## src/rtl/add_word_seq.sv

```systemverilog
// Purpose: word-serial multi-word adder; chains carries through one shared adder_n.
// Latency: 1 cycle from input accept to out_* (single registered output stage).
// Backpressure: in_ready = !out_valid || out_ready; out_* hold while stalled.
//
// Optional feature: define ADD_WORD_SEQ_SUB_EN to add in_sub (A-B mode, B inverted,
// initial carry forced to 1, out_cout=1 means no borrow).
//
// Ports:
//   clk, rst_n                 clock, async active-low reset
//   in_valid/in_ready          operand word handshake
//   in_a, in_b                 operand words (LSW first)
//   in_first, in_last, in_cin  framing and initial carry (cin sampled on first word)
//   in_sub                     subtract mode (only with ADD_WORD_SEQ_SUB_EN)
//   out_valid/out_ready        result word handshake
//   out_sum                    result word
//   out_last, out_cout         MSW marker and final carry (0 unless out_last)
//   out_trunc                  operation cut short at MAX_WORDS (only with out_last)
//   busy                       operation in progress

module adder_n #(
  parameter int N = 32
) (
  input  logic [N-1:0] a_i,
  input  logic [N-1:0] b_i,
  input  logic         c_in_i,
  output logic [N-1:0] s_o,
  output logic         c_out_o
);
  assign {c_out_o, s_o} = {1'b0, a_i} + {1'b0, b_i} + {{N{1'b0}}, c_in_i};
endmodule

module add_word_seq #(
  parameter int N         = 32,
  parameter int MAX_WORDS = 8
) (
  input  logic         clk,
  input  logic         rst_n,
  input  logic         in_valid,
  output logic         in_ready,
  input  logic [N-1:0] in_a,
  input  logic [N-1:0] in_b,
  input  logic         in_first,
  input  logic         in_last,
  input  logic         in_cin,
`ifdef ADD_WORD_SEQ_SUB_EN
  input  logic         in_sub,
`endif
  output logic         out_valid,
  input  logic         out_ready,
  output logic [N-1:0] out_sum,
  output logic         out_last,
  output logic         out_cout,
  output logic         out_trunc,
  output logic         busy
);

  localparam int            CW      = $clog2(MAX_WORDS + 1);
  localparam logic [CW-1:0] MAX_CNT = CW'(MAX_WORDS);

  typedef enum logic {IDLE = 1'b0, RUN = 1'b1} state_e;

  state_e        state_q, state_d;
  logic          carry_q, carry_d;
  logic [CW-1:0] cnt_q, cnt_d;
  logic          out_valid_q, out_valid_d;
  logic [N-1:0]  out_sum_q, out_sum_d;
  logic          out_last_q, out_last_d;
  logic          out_cout_q, out_cout_d;
  logic          out_trunc_q, out_trunc_d;
`ifdef ADD_WORD_SEQ_SUB_EN
  logic          sub_q, sub_d;
`endif

  logic          accept;
  logic          drop;
  logic          sub_eff;
  logic [N-1:0]  add_b;
  logic          add_cin;
  logic [N-1:0]  add_sum;
  logic          add_cout;
  logic [CW-1:0] cnt_next;
  logic          end_word;

  assign in_ready = !out_valid_q || out_ready;
  assign accept   = in_valid && in_ready;
  // Without a first word there is no operation to attach an IDLE word to.
  assign drop     = (state_q == IDLE) && !in_first;

`ifdef ADD_WORD_SEQ_SUB_EN
  assign sub_eff = in_first ? in_sub : sub_q;
`else
  assign sub_eff = 1'b0;
`endif

  // A first word always (re)starts an operation, so it takes the fresh
  // carry-in even in RUN; this is how a framing restart drops the stale carry.
  assign add_b    = sub_eff ? ~in_b : in_b;
  assign add_cin  = in_first ? (sub_eff | in_cin) : carry_q;
  assign cnt_next = in_first ? CW'(1) : cnt_q + CW'(1);
  assign end_word = in_last || (cnt_next == MAX_CNT);

  adder_n #(.N(N)) u_adder (
    .a_i    (in_a),
    .b_i    (add_b),
    .c_in_i (add_cin),
    .s_o    (add_sum),
    .c_out_o(add_cout)
  );

  always_comb begin
    state_d     = state_q;
    carry_d     = carry_q;
    cnt_d       = cnt_q;
    out_valid_d = out_valid_q;
    out_sum_d   = out_sum_q;
    out_last_d  = out_last_q;
    out_cout_d  = out_cout_q;
    out_trunc_d = out_trunc_q;
`ifdef ADD_WORD_SEQ_SUB_EN
    sub_d       = sub_q;
`endif
    if (out_ready) begin
      out_valid_d = 1'b0;
    end
    if (accept) begin
      carry_d = add_cout;
      if (!drop) begin
        out_valid_d = 1'b1;
        out_sum_d   = add_sum;
        out_last_d  = end_word;
        out_cout_d  = end_word & add_cout;
        out_trunc_d = end_word & !in_last;
`ifdef ADD_WORD_SEQ_SUB_EN
        sub_d       = sub_eff;
`endif
        if (end_word) begin
          state_d = IDLE;
          cnt_d   = '0;
        end else begin
          state_d = RUN;
          cnt_d   = cnt_next;
        end
      end
    end
  end

  always_ff @(posedge clk or negedge rst_n) begin
    if (!rst_n) begin
      state_q     <= IDLE;
      carry_q     <= 1'b0;
      cnt_q       <= '0;
      out_valid_q <= 1'b0;
      out_sum_q   <= '0;
      out_last_q  <= 1'b0;
      out_cout_q  <= 1'b0;
      out_trunc_q <= 1'b0;
`ifdef ADD_WORD_SEQ_SUB_EN
      sub_q       <= 1'b0;
`endif
    end else begin
      state_q     <= state_d;
      carry_q     <= carry_d;
      cnt_q       <= cnt_d;
      out_valid_q <= out_valid_d;
      out_sum_q   <= out_sum_d;
      out_last_q  <= out_last_d;
      out_cout_q  <= out_cout_d;
      out_trunc_q <= out_trunc_d;
`ifdef ADD_WORD_SEQ_SUB_EN
      sub_q       <= sub_d;
`endif
    end
  end

  assign out_valid = out_valid_q;
  assign out_sum   = out_sum_q;
  assign out_last  = out_last_q;
  assign out_cout  = out_cout_q;
  assign out_trunc = out_trunc_q;
  assign busy      = (state_q == RUN);

endmodule

```

## config.mk

```make
export PLATFORM = sky130hd
export DESIGN_NAME = add_word_seq
export DESIGN_NICKNAME = d
export VERILOG_FILES = /design/src/rtl/add_word_seq.sv
export SDC_FILE = /design/constraint.sdc
export NUM_CORES = 1
export LEC_CHECK = 0
export BUFFER_PORTS_ARGS = -buffer_cell sky130_fd_sc_hd__buf_2
export CAP_MARGIN = 20
export CORE_ASPECT_RATIO = 0.9
export CORE_MARGIN = 1.5
export CORE_UTILIZATION = 52
export DETAILED_ROUTE_END_ITERATION = 10
export GPL_ROUTABILITY_DRIVEN = 0
export PLACE_DENSITY_LB_ADDON = 0.25
export SETUP_SLACK_MARGIN = 0.3
export SLEW_MARGIN = 10
export SYNTH_ARGS = -nofsm -noshare
export SYNTH_HDL_FRONTEND = slang
export SYNTH_SLANG_ARGS = --single-unit
```

## constraint.sdc

```tcl
create_clock -name clk -period 3.7 [get_ports clk]
set_input_delay 0.74 -clock clk [delete_from_list [all_inputs] [get_ports clk]]
set_output_delay 0.74 -clock clk [all_outputs]
set_load 0.005 [all_outputs]
```

==> metrics.txt <==
# TYPE chip_impl_metric gauge
chip_impl_metric{name="antenna_found_initial",unit=""} 0
chip_impl_metric{name="cts_buffers",unit=""} 5
chip_impl_info{name="rsz0062_at_grt",value="no"} 1
chip_impl_info{name="status",value="completed"} 1
chip_impl_info{name="ys_top_cells_by_count",value="sky130_fd_sc_hd__nand2_1 (59), sky130_fd_sc_hd__dfrtp_1 (42), sky130_fd_sc_hd__a21oi_1 (32), sky130_fd_sc_hd__ha_1 (32), sky130_fd_sc_hd__o21ai_0 (29)"} 1
chip_impl_metric{name="area_fraction_in_and_or_nand_and_nor_cells_after_synthesis",unit="%"} 18.3
chip_impl_metric{name="maximum_number_of_pins_on_one_net_before_global_route_repair",unit=""} 43
chip_impl_metric{name="finalCritPeriodShare",unit="%"} 87.9
chip_impl_metric{name="grt_pass1_wl",unit="mm"} 13.9
chip_impl_metric{name="drive_above_1_share",unit="%"} 27.9
chip_impl_metric{name="cp_slowest_stage_delay",unit="ps"} 370
chip_impl_metric{name="die_h",unit="um"} 78.9
chip_impl_metric{name="r2r_setup_slack",unit="ps"} 640
chip_impl_info{name="synth.most_common_cell",value="sky130_fd_sc_hd__nand2_1"} 1
chip_impl_info{name="tritoncts",value="done"} 1
chip_impl_info{name="critical-path-top-delay-family",value="compound AO/OA/AOI/OAI gates"} 1
chip_impl_info{name="worst_setup_path_end_kind",value="register"} 1
chip_impl_metric{name="clk_path_buf_depth",unit=""} 2
chip_impl_metric{name="final_area",unit="um^2"} 4160
chip_impl_metric{name="asyncSetResetFlopFracSynth",unit="%"} 100
chip_impl_metric{name="preCtsSetupSlack",unit="ps"} -33.6
chip_impl_metric{name="count_of_flip_flops_with_a_built_in_enable_after_synthesis",unit=""} 0
chip_impl_metric{name="io_pins",unit=""} 109
chip_impl_metric{name="initial_core_utilization",unit="%"} 54.2
chip_impl_metric{name="worst_skew_pair_later_pin_latency",unit="ps"} 300
chip_impl_metric{name="layout.core_utilization",unit="%"} 67.7
chip_impl_metric{name="finClkSkew",unit="ps"} 6.31
chip_impl_metric{name="ff2ff_path_depth",unit=""} 11
chip_impl_metric{name="synthCells",unit=""} 394
chip_impl_metric{name="total_leakage_power",unit="nW"} 2.01
chip_impl_info{name="timing_worst_setup_path_type",value="in -> reg"} 1
chip_impl_info{name="worst_setup_sp_type",value="input port"} 1
chip_impl_metric{name="routed-via-count",unit=""} 3364
chip_impl_metric{name="synth-warning-count",unit=""} 0
chip_impl_metric{name="yosys-mux-area-fraction",unit="%"} 0.338
chip_impl_metric{name="fp.dieArea",unit="um^2"} 6900
chip_impl_metric{name="synth_seq_cells",unit=""} 42
chip_impl_metric{name="synth-seq-area-share",unit="%"} 31.5
chip_impl_metric{name="firstDrtPassIters",unit=""} 4
chip_impl_metric{name="number_of_global_route_vias_before_repair",unit=""} 3086
chip_impl_metric{name="synth_top_area_share",unit="%"} 31.5
chip_impl_metric{name="worst_slew_pin_slew",unit="ps"} 967
chip_impl_metric{name="core-area",unit="um^2"} 6150
chip_impl_info{name="setup.worst_path.end",value="out_sum[30]"} 1
chip_impl_metric{name="cap_viol_max_count",unit=""} 0
chip_impl_metric{name="syn-num-nets",unit=""} 499
chip_impl_metric{name="detail_route.drc_violations",unit=""} 0
chip_impl_metric{name="n_antenna_cell",unit=""} 0
chip_impl_metric{name="power.ir.vdd_worst",unit="uV"} 220
chip_impl_metric{name="detailed_place.area",unit="um^2"} 3970
chip_impl_metric{name="tritoncts_num_sinks",unit=""} 42
chip_impl_metric{name="drt_iter0_drc",unit=""} 212
chip_impl_metric{name="drt-vias-per-instance",unit=""} 5.71
chip_impl_metric{name="post_synth_num_cell_types",unit=""} 55
chip_impl_metric{name="post_route_wl",unit="mm"} 8.57
chip_impl_info{name="synth.top_cells.by_area",value="sky130_fd_sc_hd__dfrtp_1 (32%), sky130_fd_sc_hd__ha_1 (12%), sky130_fd_sc_hd__nand2_1 (6.6%)"} 1
chip_impl_info{name="ys.flop_type",value="sky130_fd_sc_hd__dfrtp_1"} 1
chip_impl_metric{name="post_synth_instance_area",unit="um^2"} 3330
chip_impl_metric{name="synthesized_area_per_cell",unit="um^2"} 8.46
chip_impl_info{name="cpMaxStageDelayCell",value="sky130_fd_sc_hd__fa_2"} 1
chip_impl_metric{name="routed_wire_length_per_instance",unit="um"} 14.6
chip_impl_metric{name="final-setup-viol-count",unit=""} 0
chip_impl_info{name="cp_cell_instances",value="buf_2, mux2_2, fa_2, fa_2, a21o_1, a221o_1, o221a_2, o211ai_1, buf_4, a21oi_4, a31oi_4, o311ai_1"} 1
chip_impl_metric{name="route.antenna.remaining_nets",unit=""} 0
chip_impl_info{name="synth_top_area_cell",value="sky130_fd_sc_hd__dfrtp_1"} 1
chip_impl_metric{name="ctsHtreeMaxLevel",unit=""} 2
chip_impl_metric{name="critical_path_arrival",unit="ps"} 3410
chip_impl_metric{name="timing.max_slew.rel_slack",unit="%"} 35.5
chip_impl_metric{name="postCtsHoldBufs",unit=""} 0
chip_impl_info{name="crit_path_frequent_cell",value="sky130_fd_sc_hd__fa_2"} 1
chip_impl_metric{name="finalMaxSlewViolations",unit=""} 0
chip_impl_metric{name="worstPathBufferInverterCount",unit=""} 2
chip_impl_info{name="critical_path.reg2reg.startpoint",value="carry_q"} 1
chip_impl_metric{name="finalCriticalPeriod",unit="ps"} 3250
chip_impl_metric{name="overall_track_demand_over_capacity_in_global_routing",unit="%"} 25.3
chip_impl_info{name="cts-root-buf",value="sky130_fd_sc_hd__clkbuf_8"} 1
chip_impl_metric{name="power.density_cell_area",unit="nW/um^2"} 432
chip_impl_info{name="synth_top_family_by_area",value="compound AO/OA/AOI/OAI gates"} 1
chip_impl_info{name="critical_path_origin",value="in_first"} 1
chip_impl_metric{name="layout.nets",unit=""} 606
chip_impl_metric{name="worst_setup_hold_path_clk_slew",unit="ps"} 80
chip_impl_metric{name="synth_compound_gate_area_share",unit="%"} 28.1
chip_impl_metric{name="fp.dieW",unit="um"} 87.4
chip_impl_metric{name="flow.area_growth_from_synthesis",unit="%"} 25.0
chip_impl_metric{name="portBuffers",unit=""} 108
chip_impl_metric{name="critical_path.max_fanout",unit=""} 5
chip_impl_metric{name="path_depth",unit=""} 12
chip_impl_metric{name="placement_rows",unit=""} 27
chip_impl_info{name="crit-reg2reg-capture",value="out_sum[30]"} 1
chip_impl_metric{name="max_freq",unit="GHz"} 0.308
chip_impl_metric{name="xor_and_xnor_fraction_of_the_mapped_netlist_area",unit="%"} 6.31
chip_impl_metric{name="finalHoldViolCount",unit=""} 0
chip_impl_metric{name="fin_ws",unit="ps"} 449
chip_impl_metric{name="required",unit="ps"} 3860
chip_impl_metric{name="gr-total-overflow",unit=""} 0
chip_impl_metric{name="dpl.hpwl",unit="mm"} 6.77
chip_impl_metric{name="synth_adder_area_share",unit="%"} 13.2
chip_impl_info{name="worstHoldPathType",value="reg -> reg"} 1
[cell families (layout without fill, tap and decap cells)]
family,count (synthesis),in the layout
adder cells (fa/ha/maj),34,34
AND/OR/NAND/NOR,130,130
buffers and inverters,19,127
XOR/XNOR,24,24
flip-flops,42,42
AO/OA/AOI/OAI,144,144
multiplexers,1,1
[power breakdown]
| part | switching [mW] | internal [mW] | leakage (nW) |
|---|---|---|---|
| logic | 0.377 | 0.316 | 1.42 |
| registers | 0.0776 | 0.584 | 0.522 |
| clock network | 0.174 | 0.271 | 0.0683 |
| total | 0.629 | 1.17 | 2.01 |
[per-stage QoR]
step / hold slack, ps / total power, mW / instances / TNS [ps]
after CTS: 480 / 1.80 / 588 / 0
after global placement: 456 / 1.32 / 580 / 0
after floorplan: 444 / 1.07 / 394 / 0
after detailed placement: 458 / 1.35 / 580 / -102
final: 474 / 1.80 / 589 / 0
after global routing: 504 / 1.92 / 589 / 0
[cell usage in the layout (no fill, tap or decap), types with 9 or more instances in the layout]
master / netlist / routed
sky130_fd_sc_hd__nor2_1: 25 / 25
sky130_fd_sc_hd__nand2_1: 59 / 59
sky130_fd_sc_hd__o21ai_1: 19 / 19
sky130_fd_sc_hd__dfrtp_1: 42 / 42
sky130_fd_sc_hd__ha_1: 32 / 32
sky130_fd_sc_hd__o21ai_0: 29 / 29
sky130_fd_sc_hd__xnor2_1: 12 / 12
sky130_fd_sc_hd__xor2_1: 12 / 12
sky130_fd_sc_hd__nand3_1: 9 / 9
sky130_fd_sc_hd__a21oi_1: 32 / 31
sky130_fd_sc_hd__a21o_1: 13 / 13
sky130_fd_sc_hd__buf_2: 1 / 108
sky130_fd_sc_hd__nor3_1: 9 / 9
[how the worst min path moves through the flow]
stage                    start  cells past startpoint          to  slack (ps)
floorplan                rst_n                      0        busy         440
global placement    out_sum[1]                      2  out_sum[1]         460
detailed placement  out_sum[0]                      2  out_sum[0]         460
CTS                 out_sum[0]                      2  out_sum[0]         480
global route        out_sum[0]                      2  out_sum[0]         500
finish              out_sum[0]                      2  out_sum[0]         470
[state kept, by name, indices dropped and copies added, names as in the netlist]
name / count
out_valid: 1
out_sum: 32
busy: 1
out_last: 1
out_trunc: 1
out_cout: 1
cnt_q: 4
carry_q: 1
[routing by layer]
metal,share of wire (%),routed length (um),vias to the layer above,GRT usage (%)
li1,-,-,1669,-
met1,46,3910,1559,35.0
met2,47,4050,126,41.5
met3,5.6,482,10,3.53
met4,1.4,123,0,6.83
met5,0,0,-,0
[worst register-to-register path, cell delays in order (launching register included)]
cell	delay (ps)
sky130_fd_sc_hd__dfrtp_1	400
sky130_fd_sc_hd__mux2_2	280
sky130_fd_sc_hd__fa_2	370
sky130_fd_sc_hd__fa_2	360
sky130_fd_sc_hd__a21o_1	200
sky130_fd_sc_hd__a221o_1	330
sky130_fd_sc_hd__o221a_2	260
sky130_fd_sc_hd__o211ai_1	180
sky130_fd_sc_hd__buf_4	160
sky130_fd_sc_hd__a21oi_4	80
sky130_fd_sc_hd__a31oi_4	210
sky130_fd_sc_hd__o311ai_1	100
[layout make-up]
| type | instances | area [um^2] |
|---|---|---|
| multi-input combinational | 333 | 2260 |
| fill | 547 | 1980 |
| sequential | 42 | 1050 |
| timing repair buffer | 115 | 593 |
| tap | 87 | 109 |
| clock buffer | 5 | 68.8 |
| clock inverter | 3 | 68.8 |
| inverter | 4 | 15.0 |
[repair_timing]
item	4_1_cts	5_1_grt
resized for setup	1	7
pin swaps	0	4
cloned	0	0
buffers inserted	0	1
endpoints found under the setup margin	3	7
(Power assumes the default switching activity.)
